`src/rtl/refill_burst_seq_pkg.sv`:
```
// rtl/refill_burst_seq_pkg.sv - shared geometry defaults and state encoding for the refill burst sequencer
package refill_burst_seq_pkg;

    localparam int CFG_WORDS     = 4;
    localparam int CFG_IDX_BITS  = 2;
    localparam int CFG_BLK_BITS  = 6;
    localparam int CFG_DATA_BITS = 8;

    typedef enum logic [1:0] {
        ST_IDLE = 2'd0,
        ST_WB   = 2'd1,
        ST_RF   = 2'd2,
        ST_DONE = 2'd3
    } seq_state_t;

endpackage

```
`src/rtl/refill_addr_gen.sv`:
```
// rtl/refill_addr_gen.sv - word index counter and block-address mux producing the memory word address
module refill_addr_gen
    import refill_burst_seq_pkg::*;
#(
    parameter int WORDS    = CFG_WORDS,
    parameter int IDX_BITS = CFG_IDX_BITS,
    parameter int BLK_BITS = CFG_BLK_BITS
) (
    input  logic                         clk,
    input  logic                         rst,
    input  logic                         i_clr,
    input  logic                         i_inc,
    input  logic                         i_active,
    input  logic                         i_sel_victim,
    input  logic [BLK_BITS-1:0]          i_fill_blk,
    input  logic [BLK_BITS-1:0]          i_victim_blk,
    output logic [BLK_BITS+IDX_BITS-1:0] o_mem_addr,
    output logic [IDX_BITS-1:0]          o_word_idx,
    output logic                         o_last
);

    logic [IDX_BITS-1:0] r_idx;
    logic [BLK_BITS-1:0] w_blk;

    // Index wraps naturally at WORDS because WORDS == 2**IDX_BITS.
    always_ff @(posedge clk or posedge rst) begin
        if (rst) begin
            r_idx <= '0;
        end else if (i_clr) begin
            r_idx <= '0;
        end else if (i_inc) begin
            r_idx <= r_idx + 1'b1;
        end
    end

    assign w_blk      = i_sel_victim ? i_victim_blk : i_fill_blk;
    assign o_mem_addr = i_active ? {w_blk, r_idx} : '0;
    assign o_word_idx = r_idx;
    assign o_last     = (r_idx == IDX_BITS'(WORDS - 1));

endmodule

```
`src/rtl/refill_burst_seq.sv`:
```
// rtl/refill_burst_seq.sv - cache block refill sequencer paced by divider ticks; WRITEBACK_EN adds dirty-victim writeback
module refill_burst_seq
    import refill_burst_seq_pkg::*;
#(
    parameter int WORDS     = CFG_WORDS,
    parameter int IDX_BITS  = CFG_IDX_BITS,
    parameter int BLK_BITS  = CFG_BLK_BITS,
    parameter int DATA_BITS = CFG_DATA_BITS
) (
    input  logic                         clk,
    input  logic                         r,
    input  logic                         req,
    input  logic                         dirty,
    input  logic [BLK_BITS-1:0]          fill_blk,
    input  logic [BLK_BITS-1:0]          victim_blk,
    input  logic                         tick,
    input  logic [DATA_BITS-1:0]         mem_rdata,
    input  logic [DATA_BITS-1:0]         cache_rdata,
    output logic                         busy,
    output logic                         done,
    output logic                         div_en,
    output logic                         div_r,
    output logic                         mem_rd,
    output logic                         mem_wr,
    output logic [BLK_BITS+IDX_BITS-1:0] mem_addr,
    output logic [DATA_BITS-1:0]         mem_wdata,
    output logic [IDX_BITS-1:0]          word_idx,
    output logic                         cache_we,
    output logic [DATA_BITS-1:0]         cache_wdata
);

    seq_state_t          r_state;
    logic [BLK_BITS-1:0] r_fill_blk;
    logic [BLK_BITS-1:0] w_victim_blk;
    logic                w_accept;
    logic                w_active;
    logic                w_in_wb;
    logic                w_in_rf;
    logic                w_step;
    logic                w_last;

    assign w_accept = (r_state == ST_IDLE) && req;
    assign w_in_rf  = (r_state == ST_RF);
    assign w_active = w_in_wb || w_in_rf;
    assign w_step   = w_active && tick;

`ifdef WRITEBACK_EN
    logic [BLK_BITS-1:0] r_victim_blk;

    always_ff @(posedge clk or posedge r) begin
        if (r) begin
            r_victim_blk <= '0;
        end else if (w_accept) begin
            r_victim_blk <= victim_blk;
        end
    end

    assign w_in_wb      = (r_state == ST_WB);
    assign w_victim_blk = r_victim_blk;
    assign mem_wr       = w_in_wb;
    assign mem_wdata    = w_in_wb ? cache_rdata : '0;
`else
    // Write-through build: victim-side inputs have no consumer.
    logic w_unused;
    assign w_unused     = ^{dirty, victim_blk, cache_rdata};
    assign w_in_wb      = 1'b0;
    assign w_victim_blk = '0;
    assign mem_wr       = 1'b0;
    assign mem_wdata    = '0;
`endif

    always_ff @(posedge clk or posedge r) begin
        if (r) begin
            r_state    <= ST_IDLE;
            r_fill_blk <= '0;
        end else begin
            case (r_state)
                ST_IDLE: begin
                    if (req) begin
                        r_fill_blk <= fill_blk;
`ifdef WRITEBACK_EN
                        r_state    <= dirty ? ST_WB : ST_RF;
`else
                        r_state    <= ST_RF;
`endif
                    end
                end
`ifdef WRITEBACK_EN
                ST_WB: begin
                    if (tick && w_last) begin
                        r_state <= ST_RF;
                    end
                end
`endif
                ST_RF: begin
                    if (tick && w_last) begin
                        r_state <= ST_DONE;
                    end
                end
                ST_DONE: r_state <= ST_IDLE;
                default: r_state <= ST_IDLE;
            endcase
        end
    end

    refill_addr_gen #(
        .WORDS    (WORDS),
        .IDX_BITS (IDX_BITS),
        .BLK_BITS (BLK_BITS)
    ) u_addr_gen (
        .clk          (clk),
        .rst          (r),
        .i_clr        (w_accept),
        .i_inc        (w_step),
        .i_active     (w_active),
        .i_sel_victim (w_in_wb),
        .i_fill_blk   (r_fill_blk),
        .i_victim_blk (w_victim_blk),
        .o_mem_addr   (mem_addr),
        .o_word_idx   (word_idx),
        .o_last       (w_last)
    );

    // div_r is gated by reset so every output reads zero while r is held.
    assign div_r       = w_accept && !r;
    assign busy        = w_active;
    assign div_en      = w_active;
    assign done        = (r_state == ST_DONE);
    assign mem_rd      = w_in_rf;
    assign cache_we    = w_in_rf && tick;
    assign cache_wdata = w_in_rf ? mem_rdata : '0;

endmodule

```
`config.mk`:
```
export PLATFORM = sky130hd
export DESIGN_NAME = refill_burst_seq
export DESIGN_NICKNAME = d
export VERILOG_FILES = /design/src/rtl/refill_burst_seq_pkg.sv /design/src/rtl/refill_addr_gen.sv /design/src/rtl/refill_burst_seq.sv
export SDC_FILE = /design/constraint.sdc
export NUM_CORES = 1
export LEC_CHECK = 0
export ABC_CLOCK_PERIOD_IN_PS = 1600
export BUFFER_PORTS_ARGS = -buffer_cell sky130_fd_sc_hd__buf_2
export CAP_MARGIN = 20
export CORE_MARGIN = 3
export CORE_UTILIZATION = 32
export DETAILED_ROUTE_END_ITERATION = 8
export PLACE_DENSITY = 0.84
export SLEW_MARGIN = 20
export SYNTH_ARGS = -nofsm -noshare
export SYNTH_HDL_FRONTEND = slang
export SYNTH_HIERARCHICAL = 1
export SYNTH_SLANG_ARGS = --single-unit
```
`constraint.sdc`:
```
create_clock -name clk -period 1.6 [get_ports clk]
set_clock_uncertainty 0.15 [all_clocks]
set_input_delay 0.24 -clock clk [delete_from_list [all_inputs] [get_ports clk]]
set_output_delay 0.24 -clock clk [all_outputs]
set_load 0.05 [all_outputs]
```
# After elaboration in Yosys (flattened, before gate mapping)
# Index checks and enable logic that the tools add are counted.
# word_totals
reg_bits,10
inputBits,33
romBits,0
wordCells,25
n_memories,0
latch_bits,0
out_inout_bits,33
ramBits,0
# classes
n_reduce_logical,9
bitwise_logic,0
order_cmp,0
n_shift,0
n_addsub,1
mux,7
n_eq_ne,5
n_div,0
multipliers,0
# op_table
operator,count
two-way mux 8 bit,2
two-way mux 2 bit,4
== test 2 bit (second input constant),3
logical AND 1 bit,4
!= test 2 bit (second input constant),2
case mux 2 bit (2 select lines),1
AND reduction 2 bit,2
adder 2 x 1 -> 2 bit (second input constant),1
logical NOT 2 bit,1
nonzero test 2 bit,1
logical NOT 1 bit,1

# Logic depth before layout (Yosys ltp)
# Gate-level depths: netlist of run 1.
# logic_depth
word_depth,4
ltp_mapped,5
ltp_nobuf,4

# Cells and area by module
# Netlist of run 1, hierarchy kept.
# by_module_without_submodules
mod,n_inst,cells_per_inst,area_each_um2,seq_area_each_um2
refill_burst_seq,1,44,475.5,200.2
refill_addr_gen,1,23,214.0,50.0

# Least setup slack after synthesis of run 1
# Ideal clock, no wire load.
# synth_timing
path_kind,reg-to-output
startpoint,register r_state[0]
endpoint,output port mem_addr[2]
n_path_buf,1
slack_ps,-538
stages_incl_launch_ff,4
arrival_ps,1748
cell_sequence,dfrtp_1 and2b_2 buf_2 nor2b_1
# synth_via
elab_chain_len,2
# synth_rtl
item,line_no,source
from (decl),refill_burst_seq.sv:32,seq_state_t r_state;
from (signal assigned),refill_burst_seq.sv:74,r_state <= ST_IDLE;
from (signal assigned),refill_burst_seq.sv:84,r_state <= ST_RF;
from (signal assigned),refill_burst_seq.sv:97,r_state <= ST_DONE;
== test 2 bit,refill_burst_seq.sv:43,assign w_in_rf = (r_state == ST_RF);
net busy,refill_burst_seq.sv:19,"output logic busy,"
two-way mux 8 bit,refill_addr_gen.sv:37,"assign o_mem_addr = i_active ? {w_blk, r_idx} : '0;"
to (decl),refill_burst_seq.sv:25,"output logic [BLK_BITS+IDX_BITS-1:0] mem_addr,"
# The timed path passes the listed nets, and every way through them passes these cells.

# Final worst setup path of run 1
# layout_timing
startpoint,register r_state[0]
endpoint,output port div_r
# layout_via
elab_chain_len,3
# layout_rtl
item,line_no,source
logical NOT 2 bit,refill_burst_seq.sv:42,assign w_accept = (r_state == ST_IDLE) && req;
logical AND 1 bit,refill_burst_seq.sv:42,
net w_accept,refill_burst_seq.sv:35,logic w_accept;
logical AND 1 bit,refill_burst_seq.sv:125,assign div_r = w_accept && !r;
to (decl),refill_burst_seq.sv:22,"output logic div_r,"
# The timed path passes the listed nets, and every way through them passes these cells.

==> impl_metrics.env, run 1 <==
export IMPL_status="finished with violations"
export IMPL_violations="setup timing"
export IMPL_ys_seq_area_share_pct=36.30
export IMPL_diodes=0
export IMPL_initial_core_util_pct=34.44
export IMPL_routed_wl_um=1756
export IMPL_clock_sinks=10
export IMPL_seq_power_share_pct=14.3
export IMPL_irDropWorstVdd_mv=1.633
export IMPL_via_count=623
export IMPL_end_kind="primary output"
export IMPL_dr_pass1_iters=2
export IMPL_core_area_um2=2002
export IMPL_hold_viol=0
export IMPL_synth_area_leaders="dfrtp_1 36%, buf_4 12%, mux2i_1 10%, and2_1 10%, mux2_2 9.8%"
export IMPL_rows=16
export IMPL_place_gp_congestion=0.6470
export IMPL_synthFlopType="dfrtp_1"
export IMPL_grt_overflow=0
export IMPL_hold_path_class="in2reg"
export IMPL_syn_inst=67
export IMPL_regArea_um2=250.2
export IMPL_cp_cell_sequence="buf_4, nor3b_4, and2_4, buf_8"
export IMPL_port_buffers=41
export IMPL_p_total_uw=3233
export IMPL_cp_arrival_ns=1.35
export IMPL_rrSetupSlack_ns=0.03
export IMPL_hpwl_um=1266
export IMPL_grt_max_degree=12
export IMPL_switchingPower_uw=1659
export IMPL_yosys_warnings=6
export IMPL_finalSetupViolations=22
export IMPL_grt_antenna_before_repair=0
export IMPL_numCtsBuffers=3
export IMPL_drt_met1_wl_um=630
export IMPL_worstSetupPathType="reg2out"
export IMPL_grt_pass1_wl_um=2525
export IMPL_h_tree_depth=1
export IMPL_detail_route_wl_per_cell_um=11.55
export IMPL_async_flop_share_pct=100.0
export IMPL_top_layer_used="met3"
export IMPL_netlist_top_cells_count="11 x and2_1, 11 x buf_4, 10 x dfrtp_1"
export IMPL_leakagePower_uw=0.0006759
export IMPL_place_ws_ns=-0.01337
export IMPL_combPwrFrac_pct=78.7
export IMPL_slowest_stage="dfrtp_1"
export IMPL_clockBufferDepth=2
export IMPL_rsz0062_at_grt="true"
export IMPL_grt_total_usage_pct=12.91
export IMPL_fp_dieH_um=52.42
export IMPL_synth_edff_count=0
export IMPL_fin_nets=160
export IMPL_powerDensity_nw_per_um2=2610
export IMPL_fin_crit_sh_pct=108.7
export IMPL_instances_no_fill=152
export IMPL_clkTransAtPathRegs_ns=0.07
export IMPL_fmax_mhz=575.0
export IMPL_clk_latency_ns=0.26
export IMPL_place_inst=142
export IMPL_cp_required_ns=1.21
export IMPL_die_area_um2=2747
export IMPL_fin_util_pct=61.88
export IMPL_synth_area_um2=689.4
export IMPL_report_final_slew_viol_count=0
export IMPL_synth_seq_cells=10
export IMPL_tns_ns=-1.988
export IMPL_critPathTopFamily="flip-flops"
export IMPL_worst_path_largest_cell_delay_ns=0.40
export IMPL_wl_met2_um=965
export IMPL_crit_fanout=3
export IMPL_cellInternalPower_uw=1574
export IMPL_area_growth_pct=79.67
export IMPL_power_frac_clock_pct=6.9
export IMPL_io_pins=66
export IMPL_drt_iter0_drc=1
export IMPL_avgSynthCellArea_um2=10.29
export IMPL_fill_cells=147
export IMPL_grt_pass1_vias=579
export IMPL_fp_dieW_um=52.42
export IMPL_route_detailed_drc=0
export IMPL_drive_gt1_share_pct=65.60
export IMPL_ys_types=17
export IMPL_wl_met3_um=160
export IMPL_multi_input_area_um2=467.9
export IMPL_ant_nets=0
export IMPL_root_buffer="clkbuf_4"
export IMPL_period_needed_ns=1.739
export IMPL_switching_share_pct=51.32
export IMPL_critical_path_buf_inv_count=2
export IMPL_cap_violations=0
export IMPL_cts_tree="built"
export IMPL_start_kind="flip-flop"
export IMPL_yosys_area_top_type="dfrtp_1"
export IMPL_fin_ws_ns=-0.1390
export IMPL_avgViaCountPerCell=4.099
export IMPL_synth_top_area_share_pct=36.30
[layer usage]
layer	GRT usage [%]	vias up
met3	1.709	0
met5	0	-
met1	13.18	286
met2	25.62	34
met4	5.106	0
li1	-	303
[flip-flops by register name (all words and copies together), names as in the netlist]
signal,flops
u_addr_gen/o_word_idx,2
r_state,2
r_fill_blk,6
[cell type report]
type / count / area share [%]
multi-input combinational: 58 / 37.78
clock buffer: 4 / 2.929
inverter: 2 / 0.6061
tap: 27 / 2.727
timing repair buffer: 51 / 35.76
sequential: 10 / 20.20
[layout by cell type (no fill, tap or decap), types with 4 or more instances in the layout]
master / Yosys / routed
buf_6: 1 / 20
buf_2: 1 / 19
conb_1: 1 / 16
dfrtp_1: 10 / 10
and2_4: 0 / 8
buf_4: 11 / 7
mux2i_1: 7 / 7
mux2_2: 6 / 6
nor2b_4: 0 / 6
and2_2: 2 / 5
nor2_1: 4 / 4
buf_8: 0 / 4
[metrics by stage]
step / hold WS, ns / area, um2
after floorplan: -0.1688 / 820.8
after global placement: -0.04689 / 983.4
after detailed placement: -0.04614 / 983.4
after CTS: 0.05104 / 1186
after global routing: 0.05276 / 1239
final: 0.05737 / 1239
[power groups by stage]
stage | clock network, uW | logic, uW | registers [uW]
after CTS | 229 | 2380 | 464
after global routing | 240 | 2660 | 484
after detailed placement | 0 | 1990 | 460
final | 224 | 2550 | 463
after global placement | 0 | 1950 | 447
after floorplan | 0 | 1640 | 539
[cell families (layout without fill, tap and decap cells)]
logic type / Yosys count / count (layout) / synth area share, %
xor+xnor: 1 / 1 / 1.271
flops: 10 / 10 / 36.30
simple gates: 26 / 27 / 24.68
fa+ha+maj: 1 / 1 / 1.815
other cells: 1 / 16 / 0.5439
mux: 13 / 13 / 19.96
buf+inv: 15 / 57 / 15.43
[timing repair]
action	CTS	global route
setup buffers	1	3
hold buffers	1	0
endpoints found under the setup margin	22	28
pin swaps	2	3
hold endpoints to repair	10	0
gates cloned	1	0
resized for setup	47	12
[path summary, 6_finish.rpt]
kind                                                 end     startpoint  depth (start not counted)
worst max-delay path                               div_r     r_state[0]                          4
worst min register to register             r_fill_blk[2]  r_fill_blk[2]                          1
max in group asynchronous                  r_fill_blk[3]              r                          4
worst max register to register             r_fill_blk[3]     r_state[0]                          4
worst min-delay path                          r_state[1]            req                          3
min in group asynchronous       u_addr_gen/o_word_idx[0]              r                          3
[worst min-delay path: cells and delay by family]
kind,cells,cell delay [ns]
buf+inv,1,0.09
simple gates,2,0.10
(Power assumes the default switching activity.)
==> run 2, diff against run 1 <==
Settings changed: BUFFER_PORTS_ARGS -buffer_cell sky130_fd_sc_hd__buf_2 to unset, CORE_UTILIZATION 32 to 53, DONT_BUFFER_PORTS set to 1, PLACE_DENSITY 0.84 to 0.8.
==> run 2 against run 1 <==
The run now fails in global routing (5_1_grt). Synthesized cell count did not move. Synthesized area unchanged.
==> impl_metrics.env, run 2 <==
export IMPL_synth_top_family_by_area="simple AND/OR/NAND/NOR gates"
export IMPL_status="stopped before the end"
export IMPL_synthXorXnorAreaFrac_pct=1.270
export IMPL_avgSynthCellArea_um2=10.29
export IMPL_synth_area_leaders="dfrtp_1 36%, buf_4 12%, mux2i_1 10%, and2_1 10%, mux2_2 9.8%"
export IMPL_synth_compound_area_share_pct=0
export IMPL_synthAdderAreaFrac_pct=1.815
export IMPL_netlist_top_cells_count="11 x and2_1, 11 x buf_4, 10 x dfrtp_1"
export IMPL_yosys_area_share_simple_pct=24.68
export IMPL_hpwl_um=1106
export IMPL_synth_edff_count=0
export IMPL_synthFlopType="dfrtp_1"
export IMPL_ys_seq_area_share_pct=36.30
export IMPL_yosys_warnings=6
export IMPL_grt_antenna_before_repair=0
export IMPL_fp_dieW_um=42.07
export IMPL_synth_area_mux_share_pct=19.96
export IMPL_initial_core_util_pct=59.63
export IMPL_grt_max_degree=9
export IMPL_endpoint_type="top-level output"
export IMPL_firstError="[ERROR DPL-0033] detailed placement checks failed during check placement."
export IMPL_stop_stage="global routing (5_1_grt)"
export IMPL_h_tree_depth=1
export IMPL_synth_top_area_share_pct=36.30
export IMPL_synth_area_um2=689.4
export IMPL_fp_dieH_um=42.07
export IMPL_clock_sinks=10
export IMPL_place_gp_congestion=0.6557
export IMPL_synth_seq_cells=10
export IMPL_io_pins=66
export IMPL_ys_types=17
export IMPL_rows=12
export IMPL_clockBufferDepth=2
export IMPL_async_flop_share_pct=100.0
export IMPL_yosys_area_top_type="dfrtp_1"
export IMPL_port_buffers=0
export IMPL_root_buffer="clkbuf_4"
export IMPL_worstEndpointGrtRepair="mem_addr[4]"
export IMPL_syn_inst=67
export IMPL_numCtsBuffers=3
[run 2: cells by family after synthesis]
kind of cell,after synthesis
other,1
adders and majority gates,1
xor gates and xnor gates,1
muxes,13
DFF,10
buffers and inverters,15
and+or+nand+nor,26
[run 2: what timing repair did]
| action | CTS |
|---|---|
| cloned | 3 |
| pin swaps | 8 |
| setup buffers | 2 |
| endpoints found under the hold margin | 18 |
| hold buffers | 9 |
| endpoints found under the setup margin | 21 |
| gates resized for setup | 18 |
[run 2: per-stage QoR]
| stage | instance area, um2 | hold WS, ns | worst slack [ns] | util, % | instances |
|---|---|---|---|---|---|
| 2_1_floorplan | 820.8 | -0.1688 | 0.001315 | - | 82 |
| 3_3_place_gp | 917.1 | -0.1662 | 0.04505 | 79.33 | 97 |
| 3_5_place_dp | 917.1 | -0.1613 | 0.007455 | 79.33 | 97 |
| 4_1_cts | 1109 | 0.1342 | -0.1327 | 95.89 | 115 |
==> run 3, diff against run 2 <==
Settings changed: ABC_CLOCK_PERIOD_IN_PS 1600 to 2100, CORE_AREA set to 3 3 64 66, CORE_MARGIN 3 to unset, CORE_UTILIZATION 53 to unset, DIE_AREA set to 0 0 67 69, PLACE_DENSITY 0.8 to unset, PLACE_DENSITY_LB_ADDON set to 0.15.
Clock period 1.6 ns to 2.1 ns, I/O delays scaled along.
==> run 3 against run 2 <==
The run now ends clean.
==> impl_metrics.env, run 3 (same netlist as run 1, synthesis figures left out) <==
export IMPL_cp_cell_sequence="dlygate4sd3_1, inv_1, and2_2"
export IMPL_place_gp_congestion=0.5981
export IMPL_hpwl_um=1294
export IMPL_cp_endpoint="div_r"
export IMPL_largest_reg_flops=6
export IMPL_core_area_um2=3633
export IMPL_worst_path_largest_cell_delay_ns=0.55
export IMPL_grt_pass1_vias=521
export IMPL_rows=22
export IMPL_drt_iter0_drc=0
export IMPL_status="finished, final reports clean"
export IMPL_max_flop_register="r_fill_blk"
export IMPL_fin_crit_sh_pct=95.44
export IMPL_leakagePower_uw=0.0005384
export IMPL_rsz0062_at_grt="false"
export IMPL_grt_total_usage_pct=6.584
export IMPL_post_cts_buffers=0
export IMPL_h_tree_depth=1
export IMPL_period_needed_ns=2.004
export IMPL_fp_dieW_um=67
export IMPL_fp_dieH_um=69
export IMPL_grt_pass1_wl_um=2387
export IMPL_final_design_area_no_fill_um2=1152
export IMPL_final_common_cell="buf_12"
export IMPL_port_buffers=0
export IMPL_finalSetupViolations=0
export IMPL_hold_path_class="in2reg"
export IMPL_rrSetupSlack_ns=0.46
export IMPL_fmax_mhz=498.9
export IMPL_drive_gt1_share_pct=43.16
export IMPL_min_from="req"
export IMPL_area_growth_pct=67.15
export IMPL_grt_max_degree=21
export IMPL_clock_sinks=10
export IMPL_fin_nets=131
export IMPL_r2r_end="u_addr_gen/o_word_idx[1]"
export IMPL_clkTransAtPathRegs_ns=0.04
export IMPL_r2r_cells=4
export IMPL_via_count=508
export IMPL_grt_overflow=0
export IMPL_avgViaCountPerCell=3.552
export IMPL_cp_startpoint="r"
export IMPL_hold_viol=0
export IMPL_clk_latency_ns=0.23
export IMPL_cp_arrival_ns=1.54
export IMPL_powerDensity_nw_per_um2=2137
export IMPL_cts_tree="built"
export IMPL_diodes=0
export IMPL_holdWs_ns=0.07287
export IMPL_cap_violations=0
export IMPL_most_common_layout_cells="17 x buf_12, 16 x conb_1, 11 x and2_1, 10 x dfrtp_1, 7 x mux2i_1"
export IMPL_initial_core_util_pct=18.97
export IMPL_io_pins=66
export IMPL_slowest_stage="dlygate4sd3_1"
export IMPL_clockBufferDepth=2
export IMPL_ant_nets=0
export IMPL_detail_route_wl_per_cell_um=11.03
export IMPL_report_final_slew_viol_count=0
export IMPL_place_area_um2=1100
export IMPL_worstSetupPathType="in2out"
export IMPL_numCtsBuffers=3
export IMPL_end_kind="primary output"
export IMPL_die_area_um2=4623
export IMPL_grt_antenna_before_repair=0
export IMPL_instances_no_fill=143
export IMPL_cp_required_ns=1.63
export IMPL_root_buffer="clkbuf_8"
export IMPL_r2r_start="r_state[0]"
export IMPL_place_inst=139
export IMPL_start_kind="input pin"
export IMPL_dr_pass1_iters=1
export IMPL_irDropWorstVdd_mv=0.7968
export IMPL_min_path_cells=2
export IMPL_route_detailed_drc=0
export IMPL_routed_wl_um=1578
export IMPL_tns_ns=0
export IMPL_crit_fanout=9
run 3: repair_timing:
item | 4_1_cts | 5_1_grt
setup endpoints to repair | 0 | 1
hold buffers | 1 | 0
gates resized for setup | 0 | 1
hold endpoints to repair | 10 | 0
run 3: metal layers:
layer | global-route usage, % | up-vias | wire (um)
met5 | 0 | - | 0
met4 | 2.027 | 0 | 0
met3 | 2.280 | 0 | 213
met2 | 11.14 | 34 | 753
met1 | 7.608 | 228 | 610
li1 | - | 246 | -
run 3: area by class of cell:
class	count	area [um2]
fill	381	2481
multi-input combinational	57	405.4
timing repair buffer	23	387.9
sequential	10	250.2
tap	48	60.06
clock buffer	3	41.29
inverter	2	7.507
run 3: report_power, final:
group / internal (uW) / switching (uW) / leakage, uW / total, uW
combinational: 819 / 1100 / 0.000398 / 1920
clock: 125 / 65.0 / 0.0000216 / 190
sequential: 287 / 66.7 / 0.000119 / 353
run 3: through the flow:
stage               worst slack, ns  utilization, %  total power [uW]
floorplan                  0.008774               -              1520
CTS                         0.04537           31.68              2483
finish                      0.09577           31.71              2463
global route                0.01481           31.71              2574
global placement             0.3301           30.27              2268
detailed placement           0.3158           30.27              2282
run 3: worst min path at each step:
stage / endpoint / slack, ns
after floorplan: u_addr_gen/o_word_idx[0] / -0.09
after global placement: u_addr_gen/o_word_idx[0] / -0.09
after detailed placement: u_addr_gen/o_word_idx[1] / -0.09
after CTS: r_state[1] / 0.07
after global routing: r_fill_blk[3] / 0.08
final: r_state[1] / 0.07
run 3: worst max-delay path: cells and delay by family:
kind / cells / cell delay, ns
and+or+nand+nor: 1 / 0.39
buffers and inverters: 2 / 0.83
==> run 4, diff against run 3 <==
--- a/config.mk
+++ b/config.mk
@@ -17,3 +17,2 @@
 export SYNTH_HDL_FRONTEND = slang
-export SYNTH_HIERARCHICAL = 1
 export SYNTH_SLANG_ARGS = --single-unit
--- a/constraint.sdc
+++ b/constraint.sdc
@@ -4,2 +4,2 @@
 set_output_delay 0.315 -clock clk [all_outputs]
-set_load 0.05 [all_outputs]
+set_load 0.02 [all_outputs]
==> run 4 against run 3 <==
Synthesized area down 4.4%. Critical path type is now reg2out. Critical endpoint is now cache_wdata[7]. Core utilization down 12 points. Global-route usage down 0.20 points. Critical path depth down 1.
==> impl_metrics.env, run 4 <==
export IMPL_status="finished, final reports clean"
export IMPL_report_final_slew_viol_count=0
export IMPL_drt_iter0_drc=2
export IMPL_yosys_area_top_type="dfrtp_1"
export IMPL_cp_cell_sequence="nor2b_4, and2_1"
export IMPL_synth_area_leaders="dfrtp_1 38%, and2_1 16%, buf_4 13%, mux2_2 10%, nor3b_4 2.8%"
export IMPL_worst_path_largest_cell_delay_ns=0.50
export IMPL_max_flop_register="r_fill_blk"
export IMPL_grt_pass1_wl_um=2159
export IMPL_dr_pass1_iters=3
export IMPL_rrSetupSlack_ns=0.55
export IMPL_diodes=0
export IMPL_cp_arrival_ns=1.49
export IMPL_synth_top_area_share_pct=37.95
export IMPL_port_buffers=0
export IMPL_grt_max_degree=20
export IMPL_fin_nets=100
export IMPL_via_count=421
export IMPL_async_flop_share_pct=100.0
export IMPL_fill_cells=415
export IMPL_grt_pass1_vias=468
export IMPL_fmax_mhz=512.1
export IMPL_regArea_um2=250.2
export IMPL_slowest_stage="dfrtp_1"
export IMPL_grt_util_met2_pct=10.48
export IMPL_worstSetupPathType="reg2out"
export IMPL_r2r_cells=2
export IMPL_final_common_cell="and2_1"
export IMPL_cap_violations=0
export IMPL_yosysMostFrequentCell="and2_1"
export IMPL_crit_fanout=19
export IMPL_hold_viol=0
export IMPL_fin_crit_sh_pct=92.99
export IMPL_r2r_end="r_fill_blk[5]"
export IMPL_avgSynthCellArea_um2=10.47
export IMPL_leakagePower_uw=0.0003243
export IMPL_ys_seq_area_share_pct=37.95
export IMPL_drive_gt1_share_pct=26.15
export IMPL_cts_resized_gates=0
export IMPL_end_kind="primary output"
export IMPL_powerDensity_nw_per_um2=1698
export IMPL_tns_ns=0
export IMPL_h_tree_depth=1
export IMPL_grt_use_met3_pct=4.072
export IMPL_syn_inst=63
export IMPL_grt_total_usage_pct=6.381
export IMPL_grt_busiest_layer="met2"
export IMPL_root_buffer="clkbuf_8"
export IMPL_start_kind="flip-flop"
export IMPL_initial_core_util_pct=18.15
export IMPL_rsz0062_at_grt="false"
export IMPL_place_gp_congestion=0.7402
export IMPL_synth_seq_cells=10
export IMPL_avgViaCountPerCell=3.726
export IMPL_place_area_um2=665.6
export IMPL_min_from="tick"
export IMPL_r2r_start="r_state[1]"
export IMPL_final_design_area_no_fill_um2=730.7
export IMPL_most_common_layout_cells="17 x and2_1, 10 x dfrtp_1, 9 x conb_1, 6 x mux2_2, 4 x clkbuf_8"
export IMPL_detail_route_wl_per_cell_um=12.65
export IMPL_fp_dieW_um=67
export IMPL_ant_nets=0
export IMPL_netlist_top_cells_count="17 x and2_1, 11 x buf_4, 10 x dfrtp_1"
export IMPL_synthFlopType="dfrtp_1"
export IMPL_fp_dieH_um=69
export IMPL_synth_area_um2=659.4
export IMPL_clk_latency_ns=0.24
export IMPL_multi_input_area_um2=329.1
export IMPL_clockBufferDepth=2
export IMPL_min_to="u_addr_gen.o_word_idx[0]"
export IMPL_cts_tree="built"
export IMPL_rows=22
export IMPL_period_needed_ns=1.953
export IMPL_grt_antenna_before_repair=0
export IMPL_die_area_um2=4623
export IMPL_synth_edff_count=0
export IMPL_ys_types=18
export IMPL_numCtsBuffers=3
export IMPL_irDropWorstVdd_mv=0.8000
export IMPL_yosys_warnings=0
export IMPL_hold_path_class="in2reg"
export IMPL_area_growth_pct=10.82
export IMPL_core_area_um2=3633
export IMPL_grt_use_met1_pct=6.687
export IMPL_io_pins=66
export IMPL_clock_sinks=10
export IMPL_cp_required_ns=1.63
export IMPL_routed_wl_um=1429
export IMPL_route_detailed_drc=0
export IMPL_clkTransAtPathRegs_ns=0.05
export IMPL_grt_overflow=0
export IMPL_largest_reg_flops=6
export IMPL_hpwl_um=1086
export IMPL_min_path_cells=1
export IMPL_finalSetupViolations=0
run 4: cells by family (layout without fill, tap and decap cells):
group / after synthesis / count (layout) / share of synthesized area (%)
buf+inv: 16 / 10 / 16.70
flops: 10 / 10 / 37.95
mux: 6 / 6 / 10.25
other cells: 1 / 9 / 0.5687
simple gates: 26 / 26 / 28.46
compound gates: 3 / 3 / 4.175
fa+ha+maj: 1 / 1 / 1.897
run 4: repair_timing:
item                      in CTS  in global routing
hold buffers                   1                  0
hold endpoints to repair      10                  0
buffers inserted               0                  0
run 4: layout make-up:
type / instances / share of cell area [%]
Inverter: 3 / 1.541
Tap cell: 48 / 8.219
Clock buffer: 4 / 7.534
Timing Repair Buffer: 3 / 3.425
Sequential cell: 10 / 34.25
Multi-Input combinational cell: 45 / 45.03
run 4: how the worst max path moves through the flow:
stage	start	endpoint	slack, ns
2_1_floorplan	r_state[1]	cache_wdata[0]	0.51
3_3_place_gp	r_state[1]	cache_wdata[7]	0.38
3_5_place_dp	r_state[1]	cache_wdata[7]	0.39
4_1_cts	r_state[1]	cache_wdata[7]	0.13
5_1_grt	r_state[1]	cache_wdata[7]	0.02
6_report	r_state[1]	cache_wdata[7]	0.15
run 4: critical path: cells and delay by family (launching register included):
family / cells / cell delay [ns]
flops: 1 / 0.50
simple gates: 2 / 0.74
run 4: through the flow:
step                setup WS, ns  util (%)  hold slack, ns  power (uW)  cells
floorplan                 0.5090         -         0.01018       970.0     71
global placement          0.3838     18.32         0.06585        1012    108
detailed placement        0.3904     18.32         0.06627        1011    108
CTS                       0.1260     20.11         0.06210        1263    113
global route             0.01755     20.11         0.06071        1341    113
finish                    0.1473     20.11         0.06533        1241    113
run 4: per-layer routing:
layer | share of wire (%) | vias to the layer above
li1 | - | 190
met1 | 38 | 193
met2 | 50 | 38
met3 | 12 | 0
met4 | 0 | 0
met5 | 0 | -
run 4: power by group:
| group | internal, uW | leakage [uW] | switching (uW) |
|---|---|---|---|
| logic | 205 | 0.000175 | 414 |
| registers | 280 | 0.000120 | 102 |
| clock network | 165 | 0.0000288 | 75.2 |
| total | 650 | 0.000324 | 591 |
